$ cat src/rtl/wb_pkg.sv
`default_nettype none
// +--------------------------------------------------------------------------+
// | wb_pkg : bus widths, arbiter state encoding and request slot type        |
// | Rev 1.0                                                                  |
// +--------------------------------------------------------------------------+
package wb_pkg;

  localparam int WB_DATA_W = 8;
  localparam int WB_ADR_W  = 4;

  typedef enum logic [1:0] {
    StIdle    = 2'd0,
    StIssue   = 2'd1,
    StWaitAck = 2'd2
  } arb_state_e;

  typedef struct packed {
    logic                 we;
    logic [WB_ADR_W-1:0]  adr;
    logic [WB_DATA_W-1:0] dat;
  } wb_req_t;

endpackage
`default_nettype wire

$ cat src/rtl/wb_rr_pick.sv
`default_nettype none
// +--------------------------------------------------------------------------+
// | wb_rr_pick : first pending index at or after i_ptr, wrapping modulo N    |
// | Rev 1.0                                                                  |
// +--------------------------------------------------------------------------+
module wb_rr_pick #(
  parameter int N  = 2,
  parameter int GW = $clog2(N)
) (
  input  logic [N-1:0]  i_pending,
  input  logic [GW-1:0] i_ptr,
  output logic          o_valid,
  output logic [GW-1:0] o_grant
);

  logic [GW-1:0] w_idx;

  // Walk from the farthest offset down so the nearest pending index wins.
  always_comb begin
    o_valid = 1'b0;
    o_grant = '0;
    w_idx   = '0;
    for (int k = N - 1; k >= 0; k--) begin
      w_idx = GW'((32'(i_ptr) + 32'(k)) % 32'(N));
      if (i_pending[w_idx]) begin
        o_valid = 1'b1;
        o_grant = w_idx;
      end
    end
  end

endmodule
`default_nettype wire

$ cat src/rtl/wb_arbiter.sv
`default_nettype none
// +--------------------------------------------------------------------------+
// | wb_arbiter : round-robin sharing of one Wishbone peripheral bus          |
// | Rev 1.0                                                                  |
// +--------------------------------------------------------------------------+
module wb_arbiter
  import wb_pkg::*;
#(
  parameter int N_CTRL  = 2,
  parameter int TIMEOUT = 255
) (
  input  logic                          clk_i,
  input  logic                          rst_ni,
  input  logic [N_CTRL-1:0]             ctrl_stb_i,
  input  logic [N_CTRL-1:0]             ctrl_we_i,
  input  logic [N_CTRL*WB_ADR_W-1:0]    ctrl_adr_i,
  input  logic [N_CTRL*WB_DATA_W-1:0]   ctrl_dat_i,
  output logic [WB_DATA_W-1:0]          ctrl_dat_o,
  output logic [N_CTRL-1:0]             ctrl_ack_o,
  output logic [N_CTRL-1:0]             ctrl_err_o,
  output logic                          peri_stb_o,
  output logic                          peri_we_o,
  output logic [WB_ADR_W-1:0]           peri_adr_o,
  output logic [WB_DATA_W-1:0]          peri_dat_o,
  input  logic [WB_DATA_W-1:0]          peri_dat_i,
  input  logic                          peri_ack_i,
  output logic                          busy_o
);

  localparam int c_grant_w = $clog2(N_CTRL);
  localparam int c_cnt_w   = (TIMEOUT > 0) ? $clog2(TIMEOUT + 1) : 1;

  arb_state_e             r_state;
  arb_state_e             w_state_next;
  wb_req_t                r_slot [N_CTRL];
  wb_req_t                r_peri;
  logic [N_CTRL-1:0]      r_pending;
  logic [N_CTRL-1:0]      w_set;
  logic [N_CTRL-1:0]      w_clr;
  logic [c_grant_w-1:0]   r_ptr;
  logic [c_grant_w-1:0]   r_grant;
  logic [c_grant_w-1:0]   w_pick;
  logic                   w_pick_valid;
  logic [c_cnt_w-1:0]     r_cnt;
  logic                   w_timeout_hit;
  logic                   w_load;
  logic                   w_done_ack;
  logic                   w_done_to;
  logic [N_CTRL-1:0]      r_ack;
  logic [N_CTRL-1:0]      r_err;
  logic [WB_DATA_W-1:0]   r_dat;

  wb_rr_pick #(
    .N  (N_CTRL),
    .GW (c_grant_w)
  ) u_pick (
    .i_pending (r_pending),
    .i_ptr     (r_ptr),
    .o_valid   (w_pick_valid),
    .o_grant   (w_pick)
  );

  // A strobe only lands in a free slot; a strobe on a busy slot is an overrun.
  assign w_set = ctrl_stb_i & ~r_pending;

  generate
    if (TIMEOUT > 0) begin : g_timeout
      assign w_timeout_hit = ((32'(r_cnt) + 32'd1) == 32'(TIMEOUT));
    end else begin : g_no_timeout
      assign w_timeout_hit = 1'b0;
    end
  endgenerate

  always_ff @(posedge clk_i) begin
    if (!rst_ni) begin
      r_state <= StIdle;
    end else begin
      r_state <= w_state_next;
    end
  end

  always_comb begin
    w_state_next = r_state;
    w_load       = 1'b0;
    w_done_ack   = 1'b0;
    w_done_to    = 1'b0;
    w_clr        = '0;
    case (r_state)
      StIdle: begin
        if (w_pick_valid) begin
          w_load       = 1'b1;
          w_state_next = StIssue;
        end
      end
      StIssue, StWaitAck: begin
        if (peri_ack_i) begin
          w_done_ack = 1'b1;
        end else if ((r_state == StWaitAck) && w_timeout_hit) begin
          w_done_to = 1'b1;
        end else begin
          w_state_next = StWaitAck;
        end
        if (w_done_ack || w_done_to) begin
          w_state_next   = StIdle;
          w_clr[r_grant] = 1'b1;
        end
      end
      default: w_state_next = StIdle;
    endcase
  end

  always_ff @(posedge clk_i) begin
    for (int i = 0; i < N_CTRL; i++) begin
      if (!rst_ni) begin
        r_slot[i] <= '0;
      end else if (w_set[i]) begin
        r_slot[i] <= '{we:  ctrl_we_i[i],
                       adr: ctrl_adr_i[i*WB_ADR_W +: WB_ADR_W],
                       dat: ctrl_dat_i[i*WB_DATA_W +: WB_DATA_W]};
      end
    end
  end

  always_ff @(posedge clk_i) begin
    if (!rst_ni) begin
      r_pending <= '0;
      r_ptr     <= '0;
      r_grant   <= '0;
      r_cnt     <= '0;
      r_ack     <= '0;
      r_err     <= '0;
      r_dat     <= '0;
      r_peri    <= '0;
    end else begin
      r_pending <= (r_pending & ~w_clr) | w_set;
      r_ack     <= '0;
      r_err     <= ctrl_stb_i & r_pending;
      if (w_load) begin
        r_grant <= w_pick;
        r_peri  <= r_slot[w_pick];
        r_ptr   <= (32'(w_pick) == N_CTRL - 1) ? '0 : w_pick + c_grant_w'(1);
      end
      if (r_state == StIssue) begin
        r_cnt <= '0;
      end else if (r_state == StWaitAck) begin
        r_cnt <= r_cnt + c_cnt_w'(1);
      end
      if (w_done_ack) begin
        r_ack[r_grant] <= 1'b1;
        r_dat          <= peri_dat_i;
      end
      if (w_done_to) begin
        r_err[r_grant] <= 1'b1;
      end
    end
  end

  assign peri_stb_o = (r_state == StIssue);
  assign busy_o     = (r_state != StIdle);
  assign peri_we_o  = r_peri.we;
  assign peri_adr_o = r_peri.adr;
  assign peri_dat_o = r_peri.dat;
  assign ctrl_ack_o = r_ack;
  assign ctrl_err_o = r_err;
  assign ctrl_dat_o = r_dat;

endmodule
`default_nettype wire

$ cat config.mk
export PLATFORM = sky130hd
export DESIGN_NAME = wb_arbiter
export DESIGN_NICKNAME = d
export VERILOG_FILES = /design/src/rtl/wb_pkg.sv /design/src/rtl/wb_rr_pick.sv /design/src/rtl/wb_arbiter.sv
export SDC_FILE = /design/constraint.sdc
export NUM_CORES = 1
export LEC_CHECK = 0
export CORE_MARGIN = 2
export CORE_UTILIZATION = 35
export DETAILED_ROUTE_END_ITERATION = 6
export DONT_BUFFER_PORTS = 1
export PLACE_DENSITY = 0.6
export SETUP_SLACK_MARGIN = 0.15
export SYNTH_ARGS = -nofsm -noshare
export SYNTH_HDL_FRONTEND = slang
export SYNTH_SLANG_ARGS = --single-unit
$ cat constraint.sdc
create_clock -name clk_i -period 2.21 [get_ports clk_i]
set_input_delay 0.442 -clock clk_i [delete_from_list [all_inputs] [get_ports clk_i]]
set_output_delay 0.442 -clock clk_i [all_outputs]
set_load 0.05 [all_outputs]
Word-level counts from Yosys, hierarchy flattened
Memories as Yosys holds them, arrays and structs flattened. A register that Yosys moved wholly into a read port is not among the register bits.
Cells that the tools add are included.
- output and inout port bits: 27
- RAM bits: 26
- memories: 1
- word-level logic and storage cells: 80
- input port bits: 39
- flip-flop bits (word level): 26
- memories (memory ; depth ; bits a word ; read ports ; clocked after memory_dff ; write ports ; line ; RTL):
    r_slot ; 2 ; 13 ; 1 ; 1 ; 2 ; wb_arbiter.sv:35 ; wb_req_t r_slot [N_CTRL];
- bitwise logic cells: 10
- magnitude comparators: 4
- add/subtract/negate cells: 4
- equality and inequality tests: 6
- mux-type cells: 37
- reduce and logical (&&, ||, !) cells: 10
- operators with widths (operator ; count):
    $mux W1 ; 26
    $mux W13 ; 2
    $mux W2 ; 7
    $add A8 B1 Y9 const B ; 1
    $eq A9 B8 Y1 const B ; 1
    $add A8 B1 Y8 const B ; 1
    $and A2 B2 Y2 ; 3
    $lt A1 B2 Y1 const B ; 3
    $ne A3 B3 Y1 const B ; 2
    $not A2 Y2 ; 2
    $or A2 B2 Y2 ; 2
    $pmux W2 S2 ; 1
    $reduce_or A2 Y1 ; 2
    $reduce_and A3 Y1 ; 1
    $add A1 B1 Y1 const B ; 2
    $eq A2 B1 Y1 const B ; 1
    $eq A2 B2 Y1 const B ; 1
    $logic_and A1 B1 Y1 ; 2
    $logic_not A2 Y1 ; 1
    $ne A2 B1 Y1 const B ; 1
    $or A1 B1 Y1 ; 2
    $reduce_and A2 Y1 ; 1
    $reduce_bool A2 Y1 ; 1
    $demux W1 S1 ; 1
    4 further kinds ; 4

Logic depth before layout (Yosys ltp)
Gate-level depths: netlist (run 1).
- word-level depth: 12
- gate-level depth with buffers: 7
- depth with buffers taken out: 6

Cells and area by module
A second synthesis (run 1) with hierarchy kept.
- cells, all modules: 258
- area total of the unflattened synthesis: 2768.9 um^2
- by module, submodules not included (module ; area an instance (um^2) ; cells each ; seq. area each (um^2) ; instances):
    wb_arbiter ; 2751.4 ; 255 ; 1561.5 ; 1
    wb_rr_pick ; 17.5 ; 3 ; 0.0 ; 1

Worst setup path before layout (run 1)
Ideal clock, no wire load.
- kind: register -> register
- start: reg r_pending[1]
- end: mem r_slot[1][0] (netlist name) (enable)
- buffers on the path: 1
- setup slack: 0.322 ns
- cell stages (with the launch flop): 3
- arrival time: 1.487 ns
- setup time: 0.401 ns
- clock period less this slack: 1.888 ns
- data required time: 1.809 ns
- cell sequence: dfxtp_1 -> buf_2 -> o21ai_0
- RTL lines (element ; line ; RTL):
    start, declared ; wb_arbiter.sv:37 ; logic [N_CTRL-1:0] r_pending;
    start signal, assigned ; wb_arbiter.sv:135 ; r_pending <= (r_pending & ~w_clr) | w_set;
    end, declared ; wb_arbiter.sv:35 ;

Worst setup path in the final report (run 1)
- start: reg r_state[1]
- end: out busy_o
- cells in the longest elaborated chain, start to end: 1
- RTL lines (element ; line ; RTL):
    start, declared ; wb_arbiter.sv:33 ; arb_state_e r_state;
    start signal, assigned ; wb_arbiter.sv:76 ; r_state <= StIdle;
    start signal, assigned ; wb_arbiter.sv:78 ; r_state <= w_state_next;
    $reduce_bool A2 Y1 ; wb_arbiter.sv:159 ; assign busy_o = (r_state != StIdle);
    end, declared ; wb_arbiter.sv:27 ; output logic busy_o
No other way between the ends.

==> impl_metrics.tcl, run 1 <==
set metrics [dict create \
    final.min_clock_period_ns 1.89 \
    pin_count 66 \
    dr.pass1.iters 4 \
    cts-root-buf "clkbuf_8" \
    cts.sinks 65 \
    critPathMaxFanout 12 \
    cp_data_arrival_time_ns 1.45 \
    clock_latency_ns 0.34 \
    die_h_um 92.9 \
    synth.net_count 300 \
    wl_met3_um 296 \
    ant_nets 0 \
    postCtsSetupBuffers 0 \
    fin_worst_skew_ns 0.00762 \
    route.detailed.drc 0 \
    hpwl_um 3910 \
    slew_headroom_pct 33.2 \
    start_util_pct 36.0 \
    ys_warn_count 0 \
    placedCellCount 346 \
    grt_pass1_vias 1769 \
    synth_cells 256 \
    die_area_um2 8630 \
    mappedNetlistArea_um2 2770 \
    synth.ff_latch_count 65 \
    end_kind "output port" \
    num_antenna_cells 0 \
    async_flop_share_pct 0 \
    cts_buffer_depth 2 \
    finalSetupViolations 0 \
    path_clk_slew_ns 0.08 \
    port_buffers 0 \
    met1Wirelength_um 2480 \
    htreeDepth 3 \
    timing.fmax_mhz 529 \
    synth.distinct_cells 37 \
    postCtsHoldBufs 0 \
    die_x_um 92.9 \
    yosysSeqAreaShare_pct 56.4 \
    antenna_found_initial 0 \
    wl_per_cell_um 15.8 \
    p_leak_nw 1.09 \
    core_area_um2 7690 \
    syn_avg_cell_area_um2 10.8 \
    numCtsBuffers 9 \
    crit_type "flop to output port" \
    synthFlopType "dfxtp_1" \
    area.growth.synth_to_final_pct 9.95 \
    grt_remaining_overflow 0 \
    final.setup.worst_slack_ns 0.321 \
    total_power_mw 2.74 \
    avgViaCountPerCell 5.14 \
    grt_pass1_wl_um 9050 \
    drt-total-wl_um 5740 \
    pre_cts_slack_ns 0.488 \
    finalCoreUtilization_pct 39.6 \
    p_per_area_nw_per_um2 902 \
    maxUsedRoutingLayer "met4" \
    hold_violations 0 \
    vias 1860 \
    seqCellArea_um2 1560 \
    layout.nets 299 \
    track_usage_pct 13.8 \
    final_max_slew_viol_count 0 \
    rsz0062_at_grt "false" \
    rows 32 \
    ir_worst_vdd_v 0.000494 \
    grt_max_degree 38 \
    cts_tree "yes" \
    fillCellCount 778 \
    tns_ns 0 \
    period_share_pct 85.5 \
    wl_met2_um 2800 \
    outcome "complete, no violations" \
    max_cap_violations 0 \
    drtIter0Drc 81 \
    hold_class "primary input to flop" \
    finalWeightedCongestion 0.738 \
    synth_edf_count 26 \
    start_kind "flop" \
    multi_input_area_um2 1080 \
    drive_gt1_share_pct 11.2 \
    cts-resized-gates 0 \
    required_ns 1.77 \
    tightest_slew_ns 0.996 \
    stdcell_count 362 \
]
state kept, by name, summed over array words and instances, names as in the netlist, 4 cells and up:
name	cells
r_slot	26
peri_dat_o	8
peri_adr_o	4
r_cnt	8
ctrl_dat_o	8
cells in the mapped netlist, types with 2 or more instances:
cell      count  area, µm²
dfxtp_1      39        781
and2_1       28        175
nand2_1      27        101
edfxtp_1     26        781
a32o_1       15        150
nor2b_1      14       87.6
a22oi_1      13       97.6
nor2_1       12       45.0
clkbuf_1      9       33.8
a21boi_0      8       60.1
inv_1         7       26.3
o21ai_0       6       30.0
xor2_1        6       52.6
a21oi_1       5       25.0
buf_2         5       25.0
ha_1          5       62.6
nand4_1       5       31.3
and3_1        2       12.5
buf_4         2       15.0
buf_6         2       22.5
nand3_1       2       10.0
o21ai_1       2       10.0
or3_1         2       12.5
metrics by stage:
stage	hold slack, ns	cell area (µm²)
final	0.245	3040
after global routing	0.230	3040
after CTS	0.213	3040
after detailed placement	0.484	2840
after global placement	0.474	2840
after floorplan	0.458	2770
cell usage in the layout, fill, tap and decap left out, types with 2 or more instances in the layout:
cell type,n
and2_1,28
edfxtp_1,26
clkinv_2,3
and3_1,2
clkinv_4,3
ha_1,5
nand3_1,2
nor2b_1,14
buf_4,6
a21boi_0,8
clkbuf_8,9
xor2_1,6
o21ai_0,4
a22oi_1,13
o21ai_1,4
inv_1,6
nand4_1,5
a21oi_1,5
nand2_1,27
or3_1,2
a32o_1,15
dfxtp_1,39
nor2_1,12
layer usage:
layer,global-route usage [%],vias up
met5,0,-
li1,-,903
met4,8.33,0
met2,22.1,37
met1,16.2,907
met3,4.31,13
critical path: stages (launching register included):
cell and delay, ns:
dfxtp_1 0.33, inv_1 0.08, ha_1 0.20, buf_4 0.21
clkinvlp_4 0.28
cell families (layout without fill, tap and decap cells):
kind of cell	after synthesis	after routing	share of synthesized area (%)
AO/OA/AOI/OAI	55	55	15.4
AND/OR/NAND/NOR	99	99	19.3
adder cells (fa/ha/maj)	5	5	2.26
buffers and inverters	25	29	4.43
flip-flops	65	65	56.4
XOR/XNOR	7	7	2.22
cell type report:
cell class / count / share of cell area (%)
Clock buffer: 9 / 4.07
Clock inverter: 7 / 2.34
Inverter: 7 / 0.987
Multi-Input combinational cell: 166 / 35.6
Sequential cell: 65 / 51.3
Tap cell: 102 / 4.20
Timing Repair Buffer: 6 / 1.48
power by group:
group          internal (mW)  switching, mW
Combinational          0.101          0.169
Clock                  0.520          0.466
Sequential              1.33          0.158
worst paths after layout:
check	slack, ns	cells past startpoint	startpoint	to
setup / recovery	0.32	4	r_state[1]	busy_o
hold / removal	0.24	2	peri_dat_i[4]	ctrl_dat_o[4]
setup reg to reg	0.49	3	r_pending[1]	peri_dat_o[2]
hold reg to reg	0.49	2	r_cnt[7]	r_cnt[7]
No activity file was read; power rests on OpenSTA's default activity.
==> inputs of run 2 (changes only) <==
- ABC_AREA: default -> 1
- CORE_ASPECT_RATIO: default -> 0.6
==> run 2 against run 1 <==
Global-route usage up 1.3 points. Clock skew down 0.0041 ns. Core utilization up 1.7 points. Non-clock buffer count down 6. Synthesized area up 1.4%. Worst setup slack better by 0.075 ns. Critical path type is now flop to flop. Critical endpoint is now peri_adr_o[2]. Highest routed layer unchanged.
==> impl_metrics.tcl, run 2 <==
set metrics [dict create \
    total_power_mw 4.41 \
    cp_data_arrival_time_ns 2.06 \
    r2r_cells 6 \
    rsz0062_at_grt "false" \
    fin_worst_skew_ns 0.00357 \
    synth.ff_latch_count 65 \
    mappedNetlistArea_um2 2810 \
    cp_slowest_stage_delay_ns 0.53 \
    port_buffers 0 \
    power.internal_mw 2.81 \
    outcome "complete, no violations" \
    tightest_slew_ns 0.631 \
    antenna_found_initial 0 \
    route.detailed.drc 0 \
    grt.met2_usage_pct 20.1 \
    p_leak_nw 1.38 \
    numCtsBuffers 9 \
    critPathMaxFanout 14 \
    ys_warn_count 0 \
    hold_start "ctrl_stb_i[0]" \
    hpwl_um 4570 \
    use_met3_pct 6.60 \
    syn_avg_cell_area_um2 8.68 \
    p_clk_share_pct 36.6 \
    final.min_clock_period_ns 1.81 \
    timing.fmax_mhz 551 \
    die_h_um 73.3 \
    slew_headroom_pct 57.8 \
    worst_path_max_delay_cell "nor2_2" \
    synth_edf_count 26 \
    r2r_start "r_state[0]" \
    area.growth.synth_to_final_pct 15.1 \
    cts-root-buf "clkbuf_16" \
    top_register "r_slot" \
    finalWeightedCongestion 0.753 \
    core_area_um2 7820 \
    async_flop_share_pct 0 \
    required_ns 2.46 \
    drt-total-wl_um 6290 \
    hold_violations 0 \
    layout.nets 367 \
    grt_remaining_overflow 0 \
    drtIter0Drc 109 \
    fillCellCount 783 \
    hold_depth 2 \
    start_kind "flop" \
    largest_reg_flops 26 \
    synth.net_count 367 \
    finalSetupViolations 0 \
    hold_end "ctrl_err_o[0]" \
    cts.sinks 65 \
    clock_latency_ns 0.32 \
    dr.pass1.iters 4 \
    p_per_area_nw_per_um2 1370 \
    path_clk_slew_ns 0.06 \
    vias 2038 \
    cp_num_buf_inv 2 \
    combPwrFrac_pct 18.3 \
    ys_top_cells_by_area "dfxtp_1 28%, edfxtp_1 28%, nor2_1 6.7%" \
    synth.most_common_cell "nor2_1" \
    num_antenna_cells 0 \
    pre_cts_slack_ns 0.415 \
    period_share_pct 82.1 \
    grt_pass1_wl_um 9920 \
    grt_max_degree 21 \
    ff2ff_setup_slack_ns 0.40 \
    drive_gt1_share_pct 12.2 \
    track_usage_pct 15.1 \
    r2r-end "peri_adr_o[2]" \
    synth.distinct_cells 25 \
    pin_count 66 \
    hold_class "primary input to flop" \
    final.setup.worst_slack_ns 0.395 \
    mostFrequentLayoutCells "50 x nor2_1, 47 x inv_1, 44 x nand2_1" \
    synth_cells 323 \
    die_x_um 120 \
    yosysSeqAreaShare_pct 55.7 \
    postCtsHoldBufs 0 \
    rows 25 \
    netlist.area_leader.share_pct 27.8 \
    ant_nets 0 \
    yosysTopAreaCell "dfxtp_1" \
    seqPwrFrac_pct 45.1 \
    htreeDepth 3 \
    synthFlopType "dfxtp_1" \
    path_cells "inv_1, ha_1, inv_2, nor2_2, a22oi_1, a21oi_1" \
    use_met1_pct 22.1 \
    tns_ns 0 \
    path_delay_family "simple AND/OR/NAND/NOR gates" \
    end_kind "flop" \
    start_util_pct 35.9 \
    final_max_slew_viol_count 0 \
    busiest_layer "met1" \
    cts_tree "yes" \
    ir_worst_vdd_v 0.000500 \
    postCtsSetupBuffers 0 \
    grt_pass1_vias 1861 \
    cts-resized-gates 0 \
    synth_commonest_cells "50 x nor2_1, 47 x inv_1, 44 x nand2_1, 39 x dfxtp_1, 26 x edfxtp_1" \
    switching_power_mw 1.60 \
    p_sw_share_pct 36.3 \
    wl_per_cell_um 14.4 \
    avgViaCountPerCell 4.67 \
    max_cap_violations 0 \
    layout_commonest_cell "nor2_1" \
    cts_buffer_depth 2 \
    crit_type "flop to flop" \
    die_area_um2 8770 \
]
-- run 2: final cells by class --
class                           count  area [µm²]  area share, %
Clock inverter                      7         119           3.68
Multi-Input combinational cell    190         975           30.2
Inverter                           57         214           6.63
Tap cell                          108         135           4.18
Sequential cell                    65        1560           48.4
Clock buffer                        9         225           6.97
-- run 2: worst register-to-register path, delay by kind of cell (launching register included) --
family                   cells  cell delay (ns)
AND/OR/NAND/NOR              1             0.53
AO/OA/AOI/OAI                2             0.38
flip-flops                   1             0.34
buffers and inverters        2             0.25
adder cells (fa/ha/maj)      1             0.23
-- run 2: routing by layer --
| metal | wire [µm] | vias to the layer above | part of all wire (%) |
|---|---|---|---|
| met5 | 0 | - | 0 |
| met4 | 41 | 0 | 0.65 |
| met2 | 2450 | 55 | 39 |
| met1 | 3380 | 934 | 54 |
| li1 | - | 1044 | - |
| met3 | 415 | 5 | 6.6 |
-- run 2: kinds of logic after synthesis --
family / after synthesis / synth area share, %
and+or+nand+nor: 131 / 21.3
DFF: 65 / 55.7
adders and majority gates: 5 / 2.23
buffers and inverters: 68 / 9.59
AOI/OAI and AO/OA: 54 / 11.2
-- run 2: how the worst max path moves through the flow --
stage,depth (start not counted),start,to,slack [ns]
finish,6,r_state[0],peri_adr_o[2],0.40
global route,6,r_state[0],peri_adr_o[2],0.28
CTS,6,r_state[0],peri_adr_o[2],0.42
detailed placement,6,r_state[0],peri_adr_o[2],0.41
global placement,6,r_state[0],peri_adr_o[1],0.58
floorplan,3,rst_ni,r_slot[0][0],0.71
-- run 2: power by group through the flow --
| stage | logic [mW] | registers [mW] | clock network [mW] |
|---|---|---|---|
| 2_1_floorplan | 0.692 | 1.96 | 0 |
| 4_1_cts | 0.807 | 1.99 | 1.65 |
| 3_3_place_gp | 0.784 | 2.01 | 0 |
| 3_5_place_dp | 0.804 | 2.01 | 0 |
| 5_1_grt | 0.923 | 2.02 | 1.70 |
| 6_report | 0.807 | 1.99 | 1.61 |
-- run 2: metrics by stage --
step / util, % / std cells / instance area (µm²) / hold WS [ns]
after floorplan: - / 323 / 2810 / 0.451
after global placement: 36.9 / 420 / 2890 / 0.474
after detailed placement: 36.9 / 420 / 2890 / 0.472
after CTS: 41.3 / 436 / 3230 / 0.226
after global routing: 41.3 / 436 / 3230 / 0.240
final: 41.3 / 436 / 3230 / 0.237
==> inputs of run 3 (changes only) <==
- clock period: 2.21 -> 1.67 ns (I/O delays scaled with it)
==> run 3 against run 2 <==
Critical path depth fell by 2. Die area did not move. Cell count rose by 2.3%. Total power rose by 31%. First-iteration DRC count fell by 14%. Design area rose by 3.9%. Sequential share of layout area fell by 1.4 points. Clock-buffer cell count rose by 1.
==> impl_metrics.tcl, run 3 (synthesis gave the netlist of run 2 again) <==
set metrics [dict create \
    fin_area_um2 3360 \
    rsz0062_at_grt "true" \
    drt-total-wl_um 6370 \
    area.growth.synth_to_final_pct 19.6 \
    path_delay_family "flip-flops" \
    numCtsBuffers 9 \
    placedCellCount 427 \
    final.setup.worst_slack_ns 0.145 \
    hold_start "ctrl_stb_i[0]" \
    cts_tree "yes" \
    period_share_pct 91.3 \
    p_leak_nw 1.43 \
    hold_class "primary input to flop" \
    drive_gt1_share_pct 19.5 \
    finalSetupViolations 0 \
    stdcell_count 446 \
    r2r_start "r_cnt[1]" \
    critPathMaxFanout 4 \
    final.min_clock_period_ns 1.53 \
    outcome "complete, no violations" \
    dr.pass1.iters 4 \
    cp_slowest_stage_delay_ns 0.37 \
    die_x_um 120 \
    max_cap_violations 0 \
    r2r_cells 11 \
    cp_num_buf_inv 3 \
    final_max_slew_viol_count 0 \
    cp_data_arrival_time_ns 1.19 \
    antenna_found_initial 0 \
    ff2ff_setup_slack_ns 0.23 \
    grt_pass1_wl_um 9920 \
    timing.fmax_mhz 656 \
    pre_cts_slack_ns 0.0581 \
    ir_worst_vdd_v 0.000936 \
    htreeDepth 3 \
    postCtsHoldBufs 0 \
    ant_nets 0 \
    core_area_um2 7820 \
    tns_ns 0 \
    vias 2089 \
    top_register "r_slot" \
    port_buffers 0 \
    mostFrequentLayoutCells "48 x nor2_1, 46 x inv_1, 41 x nand2_1" \
    die_area_um2 8770 \
    hold_slack_ns 0.134 \
    die_h_um 73.3 \
    r2r-end "r_pending[0]" \
    cts.sinks 65 \
    cp_num_cells 4 \
    grt_pass1_vias 1926 \
    grt_remaining_overflow 0 \
    avgViaCountPerCell 4.68 \
    fin_worst_skew_ns 0.00399 \
    path_cells "inv_1, ha_4, inv_4, buf_8" \
    tightest_slew_ns 0.581 \
    cts-root-buf "clkbuf_16" \
    cts_buffer_depth 2 \
    layout_commonest_cell "nor2_1" \
    place_area_um2 2940 \
    track_usage_pct 15.0 \
    route.detailed.drc 0 \
    worst_path_max_delay_cell "dfxtp_2" \
    layout.nets 377 \
    rows 25 \
    required_ns 1.34 \
    finalCoreUtilization_pct 42.9 \
    hold_violations 0 \
    drtIter0Drc 94 \
    total_power_mw 5.79 \
    hpwl_um 4640 \
    end_kind "output port" \
    grt_max_degree 21 \
    hold_depth 2 \
    start_kind "flop" \
    crit_type "flop to output port" \
    num_antenna_cells 0 \
    pin_count 66 \
    p_per_area_nw_per_um2 1720 \
    start_util_pct 35.9 \
    slew_headroom_pct 61.2 \
    largest_reg_flops 26 \
    hold_end "ctrl_err_o[0]" \
    clock_latency_ns 0.32 \
    wl_per_cell_um 14.3 \
    path_clk_slew_ns 0.05 \
    finalWeightedCongestion 0.803 \
]
[run 3: cell count changes in the layout (fill, tap and decap cells not counted), moves of 3 or more]
cell / previous run / this run
dfxtp_2: 0 / 3
dfxtp_1: 39 / 33
buf_4: 0 / 8
dfxtp_4: 0 / 3
ha_4: 0 / 3
nand2_1: 44 / 41
ha_1: 5 / 2
[run 3: power by group]
group | switching, mW | internal [mW]
Sequential | 0.691 | 1.97
Combinational | 0.839 | 0.484
Clock | 0.660 | 1.14
[run 3: final cells by class]
type                            count  area, µm²
Clock buffer                       10        229
Multi-Input combinational cell    190       1050
Clock inverter                      6       58.8
Inverter                           57        219
Tap cell                          108        135
Sequential cell                    65       1580
Timing Repair Buffer               10       86.3
Fill cell                         794       4460
[run 3: what timing repair did]
action | CTS | global route
gates resized for setup | 4 | 26
setup endpoints to repair | 18 | 32
setup buffers | 0 | 3
pin swaps | 2 | 5
[run 3: metal layers]
layer	part of all wire [%]	track usage, %	vias up
li1	-	-	1062
met1	50	21.1	951
met2	40	20.8	69
met3	8.6	6.75	7
met4	1.1	3.92	0
met5	0	0	-
[run 3: worst max-delay path by stage]
stage	startpoint	to	slack, ns
finish	r_state[0]	busy_o	0.14
global route	r_ptr	peri_dat_o[3]	0.11
CTS	r_state[0]	peri_adr_o[0]	0.05
detailed placement	r_cnt[1]	r_pending[0]	0.06
global placement	r_cnt[1]	r_pending[0]	0.08
floorplan	r_state[0]	peri_adr_o[1]	0.19
